`config.mk`:
```
export PLATFORM = sky130hd
export DESIGN_NAME = bus_arbiter_8
export DESIGN_NICKNAME = d
export VERILOG_FILES = /design/src/rtl/bus_arbiter_8.sv
export SDC_FILE = /design/constraint.sdc
export NUM_CORES = 1
export LEC_CHECK = 0
export CORE_UTILIZATION = 40
export CTS_CLUSTER_DIAMETER = 60
export DETAILED_ROUTE_END_ITERATION = 12
export GPL_TIMING_DRIVEN = 1
export PLACE_DENSITY = 0.7
export SYNTH_ARGS = -nofsm -noshare
export SYNTH_HDL_FRONTEND = slang
export SYNTH_SLANG_ARGS = --single-unit
```
`constraint.sdc`:
```
create_clock -name clock -period 8.87 [get_ports clock]
set_input_delay 1.3305 -clock clock [delete_from_list [all_inputs] [get_ports clock]]
set_output_delay 1.3305 -clock clock [all_outputs]
set_load 0.02 [all_outputs]
```
`src/rtl/bus_arbiter_8.sv`:
```
// Eight-way round-robin arbiter for a shared byte bus with a bounded hold time.
// A release always passes through one idle cycle before the next owner is granted.
module bus_arbiter_8 #(
  parameter int unsigned MAX_HOLD = 16
) (
  input  logic        clock,
  input  logic        reset,
  input  logic [7:0]  request,
  input  logic [63:0] data_input,
  output logic [7:0]  grant,
  output logic [2:0]  selector,
  output logic [7:0]  bus_data,
  output logic        bus_data_valid
);

  localparam int unsigned HOLD_W = (MAX_HOLD > 1) ? $clog2(MAX_HOLD) : 1;
  localparam logic [HOLD_W-1:0] HOLD_LAST = HOLD_W'(MAX_HOLD - 1);

  typedef enum logic {
    S_IDLE  = 1'b0,
    S_GRANT = 1'b1
  } state_t;

  state_t            r_state;
  logic [7:0]        r_grant;
  logic [2:0]        r_sel;
  logic [2:0]        r_ptr;
  logic [HOLD_W-1:0] r_hold;
  logic [7:0]        r_bus;
  logic              r_valid;

  logic              w_any;
  logic [2:0]        w_pick;
  logic              w_owner_req;
  logic [7:0]        w_owner_byte;
  logic              w_release;

  // First requester at or after the pointer; scanning downward lets the nearest one win.
  always_comb begin
    w_pick = r_ptr;
    w_any  = |request;
    for (int i = 7; i >= 0; i--) begin
      if (request[3'(r_ptr + 3'(i))]) begin
        w_pick = 3'(r_ptr + 3'(i));
      end
    end
  end

  assign w_owner_req  = request[r_sel];
  assign w_owner_byte = data_input[{r_sel, 3'b000} +: 8];
  assign w_release    = !w_owner_req || (r_hold == HOLD_LAST);

  always_ff @(posedge clock or posedge reset) begin
    if (reset) begin
      r_state <= S_IDLE;
      r_grant <= '0;
      r_sel   <= '0;
      r_ptr   <= '0;
      r_hold  <= '0;
      r_bus   <= '0;
      r_valid <= 1'b0;
    end else begin
      r_valid <= (r_state == S_GRANT);
      case (r_state)
        S_IDLE: begin
          if (w_any) begin
            r_state <= S_GRANT;
            r_sel   <= w_pick;
            r_grant <= 8'd1 << w_pick;
            r_hold  <= '0;
          end
        end
        S_GRANT: begin
          r_bus <= w_owner_byte;
          // Voluntary drop and hold expiry share one release path and one pointer step.
          if (w_release) begin
            r_state <= S_IDLE;
            r_grant <= '0;
            r_ptr   <= 3'(r_sel + 3'd1);
          end else begin
            r_hold  <= HOLD_W'(r_hold + 1'b1);
          end
        end
        default: r_state <= S_IDLE;
      endcase
    end
  end

  assign grant          = r_grant;
  assign selector       = r_sel;
  assign bus_data       = r_bus;
  assign bus_data_valid = r_valid;

endmodule

```
# Yosys cells after proc, flatten, opt, wreduce, memory -nomap -nowiden
# Cells that the tools add are included.
# W data, S select, Z words.
dict set report classes {
  addsub 9
  n_lt_le_gt_ge 9
  n_eq_ne 4
  n_shift 2
  muxes 35
  n_bitwise 1
  reduce_logical 7
}
# operator count
set ops {}
lappend ops {{$shiftx A64 B7 Y8} 1}
lappend ops {{$lt A3 B4 Y1 const B} 9}
lappend ops {{$bmux W1 S3} 9}
lappend ops {{$mux W3} 8}
lappend ops {{$mux W8} 2}
lappend ops {{$pmux W8 S2} 1}
lappend ops {{$add A3 B3 Y3 const B} 4}
lappend ops {{$mux W1} 11}
lappend ops {{$mux W4} 2}
lappend ops {{$pmux W4 S2} 1}
lappend ops {{$reduce_and A2 Y1} 4}
lappend ops {{$reduce_or A8 Y1} 1}
lappend ops {{$shl A1 B3 Y8 const A} 1}
lappend ops {{$add A3 B1 Y3 const B} 2}
lappend ops {{$add A3 B2 Y3 const B} 2}
lappend ops {{$add A4 B1 Y4 const B} 1}
lappend ops {{$eq A4 B4 Y1 const B} 1}
lappend ops {{$ne A2 B2 Y1 const B} 2}
lappend ops {{$ne A2 B1 Y1 const B} 1}
lappend ops {{$pmux W1 S2} 1}
lappend ops {{$logic_not A1 Y1} 1}
lappend ops {{$logic_or A1 B1 Y1} 1}
lappend ops {{$not A1 Y1} 1}
dict set report totals {
  register_bits 28
  input_bits 74
  out_inout_bits 20
}

# Longest topological paths before layout
# Gate-level depths: netlist of run 1.
dict set report logic_depth {
  ltp_word 14
  ltp_mapped 13
  ltp_nobuf 9
}

# Least setup slack after synthesis of run 1
# Ideal clock, no wire load.
dict set report synth_path {
  kind {input-to-reg}
  startpoint {input request[6]}
  endpoint {register r_grant[2], in the netlist grant[2]}
  setup_ns 0.122
  arrival_ns 3.376
  required_time_ns 8.748
  setup_slack_ns 5.372
  cell_stages 7
  n_path_buf 1
  path_cell_list {clkbuf_1 -> mux4_2 -> mux2_4 -> or2_4 -> or4_4 -> and3_4 -> a32o_1}
}
dict set report synth_between {
  elab_chain_cells 13
}
# element line
set synth_lines {}
lappend synth_lines {{start, declared} 8} ;# input logic [7:0] request,
lappend synth_lines {{$bmux W1 S3} 43} ;# if (request[3'(r_ptr + 3'(i))]) begin
lappend synth_lines {{$mux W1 (implied by the code)} 43}
lappend synth_lines {{$mux W3 (8 in series)} 43}
lappend synth_lines {{$shl A1 B3 Y8} 69} ;# r_grant <= 8'd1 << w_pick;
lappend synth_lines {{$mux W8} 66} ;# if (w_any) begin
lappend synth_lines {{$pmux W8 S2} 64} ;# case (r_state)
lappend synth_lines {{end signal, assigned} 69}
lappend synth_lines {{end, declared} 25} ;# logic [7:0] r_grant;
# Several ways; a longest one is shown, not always the timed one. The select of a mux whose other input is x is not followed.
# A chain may end at the register's enable or synchronous reset.

# Worst setup path after layout of run 1
dict set report layout_path {
  startpoint {register r_ptr[1]}
  endpoint {register r_grant[0], in the netlist grant[0]}
}
dict set report layout_between {
  elab_chain_cells 14
}
# element line
set layout_lines {}
lappend layout_lines {{start, declared} 27} ;# logic [2:0] r_ptr;
lappend layout_lines {{start signal, assigned} 79} ;# r_ptr <= 3'(r_sel + 3'd1);
lappend layout_lines {{$add A3 B3 Y3} {43, 44}}
lappend layout_lines {{$bmux W1 S3} 43}
lappend layout_lines {{$mux W1 (implied by the code)} 43}
lappend layout_lines {{$mux W3 (7 in series)} 43}
lappend layout_lines {{$mux W3 *} 43}
lappend layout_lines {{$shl A1 B3 Y8 *} 69}
lappend layout_lines {{$mux W8 *} 66}
lappend layout_lines {{$pmux W8 S2 *} 64}
# Mark *: on every way between the ends. The rest lies on a longest branch, timed or not. The select of a mux whose other input is x is not followed.

==> results of run 1 <==
==> Yosys cell counts (all sizes together), types with 2 or more instances <==
| cell type | count |
|---|---|
| o211ai | 2 |
| ha | 4 |
| buf | 10 |
| and3 | 2 |
| inv | 6 |
| mux2i | 12 |
| xor2 | 2 |
| mux4 | 28 |
| nor2b | 2 |
| nand2b | 5 |
| a32o | 2 |
| nor2 | 20 |
| nand3b | 2 |
| nand2 | 29 |
| and2 | 5 |
| nand3 | 7 |
| clkbuf | 7 |
| clkinv | 3 |
| xnor2 | 2 |
| nor4 | 3 |
| dfrtp | 28 |
| mux2 | 12 |
| a21oi | 6 |
| o21ai | 10 |
| a22o | 2 |
| o31ai | 3 |
| o22ai | 2 |
| a31oi | 8 |
| o2111ai | 4 |
| a221oi | 2 |
==> report_power, final <==
| part | internal [uW] | leakage [uW] | switching, uW |
|---|---|---|---|
| Clock | 39.7 | 0.0000288 | 39.1 |
| Sequential | 181 | 0.000346 | 85.8 |
| Combinational | 463 | 0.000983 | 491 |
| Total | 684 | 0.00136 | 616 |
==> worst paths after layout <==
check	start	endpoint	slack [ns]	cells past startpoint
setup / recovery	r_ptr[1]	grant[0]	4.98	9
hold / removal	grant[1]	grant[1]	0.49	2
setup reg to reg	r_ptr[1]	grant[0]	4.98	9
hold reg to reg	grant[1]	grant[1]	0.49	2
max in group asynchronous	reset	grant[1]	6.62	2
min in group asynchronous	reset	bus_data[7]	1.61	2
==> worst reg2reg max path, stage by stage (launching register included) <==
cell,delay [ns]
dfrtp_1,0.71
clkinv_1,0.40
ha_1,0.66
mux4_2,0.60
a221o_1,0.32
a41oi_1,0.23
o2111ai_1,0.16
a21boi_0,0.49
nand2_1,0.12
o21ai_1,0.13
==> metrics by stage <==
stage,hold WS (ns),utilization
2_1_floorplan,0.3519,-
3_3_place_gp,0.4720,0.5813
3_5_place_dp,0.4826,0.5813
4_1_cts,0.5041,0.5904
5_1_grt,0.5157,0.5904
6_report,0.4947,0.5904
==> layer usage <==
metal  vias to the layer above  track usage
met2                        84       0.3248
met5                         -            0
met3                        15      0.01538
met4                         0      0.07544
met1                      1145       0.3166
li1                       1110            -
==> flip-flops by register name (all words and copies together), names as in the netlist <==
| register | flops |
|---|---|
| selector | 3 |
| r_ptr | 3 |
| r_hold | 4 |
| bus_data_valid | 1 |
| r_state | 1 |
| bus_data | 8 |
| grant | 8 |
==> cells by family after synthesis <==
kind of cell / count (synthesis)
AND/OR/NAND/NOR: 78
AO/OA/AOI/OAI: 52
multiplexers: 52
flip-flops: 28
buffers and inverters: 26
XOR/XNOR: 4
adder cells (fa/ha/maj): 4
==> final cells by class <==
| type | count | area, um2 | area share |
|---|---|---|---|
| multi-input combinational | 190 | 1749 | 0.4888 |
| timing repair buffer | 95 | 945.9 | 0.2643 |
| sequential | 28 | 700.7 | 0.1958 |
| tap | 75 | 93.84 | 0.02622 |
| clock buffer | 4 | 55.05 | 0.01538 |
| inverter | 9 | 33.78 | 0.009441 |
==> flow_summary_export.csv, run 1 <==
group,metric,value,unit
layout,fin_nets,405,
synthesis,synthDistinctLibCells,51,
timing,slew_violations,0,
clock_tree,post_cts_buffers,0,
timing,fin_ws,4.979,ns
power,ir_drop,227.9,uV
synthesis,synthArstFlopShare,1.000,
synthesis,synth_top_cells_by_area,"dfrtp_1, mux4_2, mux2_2, mux2i_1, nand2_1",
layout,final_layout_size_suffix_gt1_frac,0.1595,
drt,drc,0,
global_routing,grt_pass1_vias,2168,
timing,maxSlewHeadroom,0.2957,
synthesis,ys_seq_elements,28,
clock_tree,cts_max_path_buffers,2,
clock_tree,htree_num_levels,1,
layout,nFillCells,521,
global_routing,antenna_found_initial,0,
floorplan,initial_utilization,0.4238,
timing,setup_viol,0,
layout,area_delta_synth_final,39.31,%
clock_tree,ctsHoldBuffers,0,
critical_path,path_class,"flop to flop",
global_routing,grt_max_degree,30,
floorplan,core_area,6061,um2
job,cap_violations,0,
power,power_density,363.3,nW/um2
global_routing,gr-usage-all-layers,0.2130,
worst_hold_path,worstHoldPathType,"flop to flop",
critical_path,cp_slowest_cell,"dfrtp_1",
power,p_total,1300,uW
floorplan,num_rows,28,
synthesis,synth_xor_area_frac,0.01364,
synthesis,synth_top_family_by_area,"multiplexers",
critical_path,path_cells,"clkinv_1 > ha_1 > mux4_2 > a221o_1 > a41oi_1 > o2111ai_1 > a21boi_0 > nand2_1 > o21ai_1",
synthesis,ys.flop_type,"dfrtp_1",
critical_path,crit_path_max_fanout,15,
critical_path,crit_arrival,4.10,ns
layout,antenna_cells,0,
clock_tree,cts_root_buf,"clkbuf_8",
clock_tree,cts_buffers,3,
placement,dp_worst_setup_slack,4.876,ns
floorplan,dieArea,6746,um2
placement,place_area,3523,um2
timing,period_minus_slack,3.891,ns
placement,gp_congestion,0.9503,
critical_path,start_kind,"flop",
critical_path,end_kind,"flop",
timing,final.setup.tns,0,ns
clock_tree,cts_tree,"yes",
clock_tree,cts_sinks,28,
synthesis,netlist_area,2569,um2
global_routing,grt_pass1_wl,10.94,mm
layout,final_area,3578,um2
drt,wirelength,7.074,mm
power,p_leak,0.001358,uW
synthesis,synth_area_leader_cell,"dfrtp_1",
layout,layout_commonest_cell,"clkdlybuf4s50_1",
timing,clock_skew,0.003614,ns
layout,fin_cells,401,
drt,drt-vias-per-instance,5.870,
synthesis,synth_top_area_frac,0.2728,
floorplan,fp.dieH,82.14,um
critical_path,path_delay_family,"compound AO/OA/AOI/OAI gates",
critical_path,slowest_delay,0.71,ns
layout,final_cell_mix,"clkdlybuf4s50_1, nand2_1, mux4_2, dfrtp_1, nor2_1",
global_routing,grt_overflow,0,
timing,worst_pin_slew,1.055,ns
synthesis,ys_seq_area_frac,0.2728,
synthesis,ys.warnings.count,0,
floorplan,fp.dieW,82.14,um
timing,hold_viol_final,0,
drt,vias,2354,
synthesis,synth-adder-area-share,0.01948,
synthesis,postSynthNetCount,322,
timing,clock.fmax,257.0,MHz
timing,timing.final.crit_share,0.4387,
synthesis,syn-instance-count,244,
timing,rsz0062_at_grt,"false",
clock_tree,clkTransAtPathRegs,0.09,ns
critical_path,critPathBufInv,1,
synthesis,muxShareOfSynthArea,0.3463,
drt,topRoutingLayerUsed,"met4",
placement,place_inst,397,
synthesis,synth_compound_area_frac,0.1573,
drt,wl_met2,3.481,mm
synthesis,syn_avg_cell_area,10.53,um2
drt,drt_iter0_drc,178,
placement,dp_hpwl,5.398,mm
drt,ant_nets,0,
drt,met3_length,332,um
drt,met1Wirelength,3.127,mm
critical_path,cp.required,9.07,ns
synthesis,synth-edff-count,0,
clock_tree,clock_latency,0.27,ns
clock_tree,cts_resized,0,
floorplan,io_pins,94,
drt,first_pass_iters,5,
placement,portBuffers,93,
status,status,"completed",
synthesis,synthSimpleGateAreaFrac,0.1442,
drt,wl_per_cell,17.64,um
Note: power is estimated with default switching activity, not from simulation.
==> inputs of run 2 (changes only) <==
Clock period 8.87 ns to 4 ns, I/O delays scaled along.
==> run 2 against run 1 <==
Net effect: combinational power grew 130%; first-iteration DRC count is 56% lower; total power up 130%; fmax increased by 20%; final cell count grew 0.75%; clock power rose to 2.9 times the previous value; largest power group unchanged.
==> flow_summary_export.csv, run 2 (synthesized netlist as in run 1, its figures left out) <==
group,metric,value,unit
timing,final.setup.tns,0,ns
floorplan,core_area,6061,um2
critical_path,crit_path_max_fanout,10,
clock_tree,cts_buffers,3,
critical_path,cp.required,4.18,ns
drt,wl_per_cell,17.55,um
timing,hold_viol_final,0,
timing,rsz0062_at_grt,"false",
drt,ant_nets,0,
floorplan,io_pins,94,
timing,clock_skew,0.001126,ns
timing,maxSlewHeadroom,0.2936,
placement,gp_congestion,1.061,
clock_tree,clkTransAtPathRegs,0.10,ns
job,cap_violations,0,
timing,period_minus_slack,3.253,ns
global_routing,grt_overflow,0,
critical_path,crit_arrival,3.43,ns
clock_tree,cts_root_buf,"clkbuf_8",
global_routing,antenna_found_initial,0,
layout,area_delta_synth_final,40.82,%
floorplan,num_rows,28,
global_routing,gr-usage-all-layers,0.2152,
drt,drt-vias-per-instance,5.772,
clock_tree,htree_num_levels,1,
global_routing,grt_pass1_wl,10.94,mm
clock_tree,cts_tree,"yes",
timing,slew_violations,0,
drt,wirelength,7.091,mm
global_routing,grt_max_degree,29,
drt,first_pass_iters,4,
floorplan,dieArea,6746,um2
power,ir_drop,432.0,uV
floorplan,fp.dieH,82.14,um
layout,nFillCells,503,
clock_tree,clock_latency,0.28,ns
power,power_density,816.8,nW/um2
global_routing,grt_pass1_vias,2120,
layout,layout_commonest_cell,"clkdlybuf4s50_1",
timing,timing.final.crit_share,0.8131,
critical_path,start_kind,"flop",
timing,worst_pin_slew,1.058,ns
layout,final_cell_mix,"clkdlybuf4s50_1, nand2_1, mux4_2, dfrtp_1, nor2_1",
power,p_leak,0.001380,uW
clock_tree,ctsHoldBuffers,0,
critical_path,path_class,"flop to flop",
placement,portBuffers,93,
status,status,"completed",
placement,dp_hpwl,5.674,mm
clock_tree,cts_max_path_buffers,2,
timing,clock.fmax,307.5,MHz
floorplan,initial_utilization,0.4238,
drt,vias,2332,
worst_hold_path,worstHoldPathType,"flop to flop",
clock_tree,cts_resized,0,
layout,final_layout_size_suffix_gt1_frac,0.1672,
layout,fin_nets,408,
floorplan,fp.dieW,82.14,um
layout,antenna_cells,0,
drt,drt_iter0_drc,78,
critical_path,end_kind,"flop",
layout,utilization,0.5968,
clock_tree,post_cts_buffers,0,
clock_tree,cts_sinks,28,
drt,drc,0,
timing,setup_viol,0,
==> run 2: cell count changes in the layout (fill, tap and decap cells not counted) <==
cell | previous run | this run
clkbuf_8 | 4 | 3
buf_4 | 2 | 5
bufinv_16 | 0 | 1
==> run 2: power by group <==
group | leakage (uW) | internal [uW] | switching, uW
combinational | 0.000998 | 1040 | 1120
sequential | 0.000346 | 402 | 162
clock | 0.0000357 | 134 | 90.8
total | 0.00138 | 1580 | 1380
==> run 2: worst paths after layout <==
| check | from | endpoint | slack, ns | depth (start not counted) |
|---|---|---|---|---|
| worst max-delay path | r_ptr[0] | grant[7] | 0.75 | 9 |
| worst min-delay path | grant[0] | grant[0] | 0.50 | 2 |
| worst max register to register | r_ptr[0] | grant[7] | 0.75 | 9 |
| worst min register to register | grant[0] | grant[0] | 0.50 | 2 |
| max in group asynchronous | reset | bus_data[5] | 2.49 | 2 |
| min in group asynchronous | reset | bus_data[4] | 0.87 | 2 |
==> run 2: critical path: stages, from the launching register on <==
cell and delay (ns):
dfrtp_1 0.52, inv_1 0.08, ha_1 0.55, mux4_2 0.61
mux2i_1 0.32, nor4_1 0.10, a2111oi_2 0.41, and3_4 0.29
nor2_1 0.05, a22o_1 0.20
==> run 2: cell type report <==
cell class | count | area (um2) | share of cell area
Clock buffer | 3 | 41.29 | 0.01141
Sequential cell | 28 | 700.7 | 0.1937
Tap cell | 75 | 93.84 | 0.02594
Timing Repair Buffer | 98 | 968.4 | 0.2677
Clock inverter | 1 | 30.03 | 0.008302
Multi-Input combinational cell | 190 | 1749 | 0.4836
Inverter | 9 | 33.78 | 0.009339
==> run 2: metal layers <==
metal	global-route usage	part of all wire	vias to the layer above
li1	-	-	1122
met1	0.3278	0.46	1133
met2	0.3231	0.49	71
met3	0.01868	0.037	6
met4	0.06140	0.012	0
met5	0	0	-
==> run 2: stage by stage <==
stage	instance area [um2]	setup WS, ns	cells	total power (uW)	hold WS (ns)
final	3617	0.7475	404	2955	0.5046
after global routing	3617	0.4592	404	3193	0.5318
after CTS	3617	0.7085	404	2972	0.5147
after detailed placement	3546	0.7094	400	2737	0.4917
after global placement	3546	0.7520	400	2717	0.4725
after floorplan	2569	0.7487	244	2170	0.3519
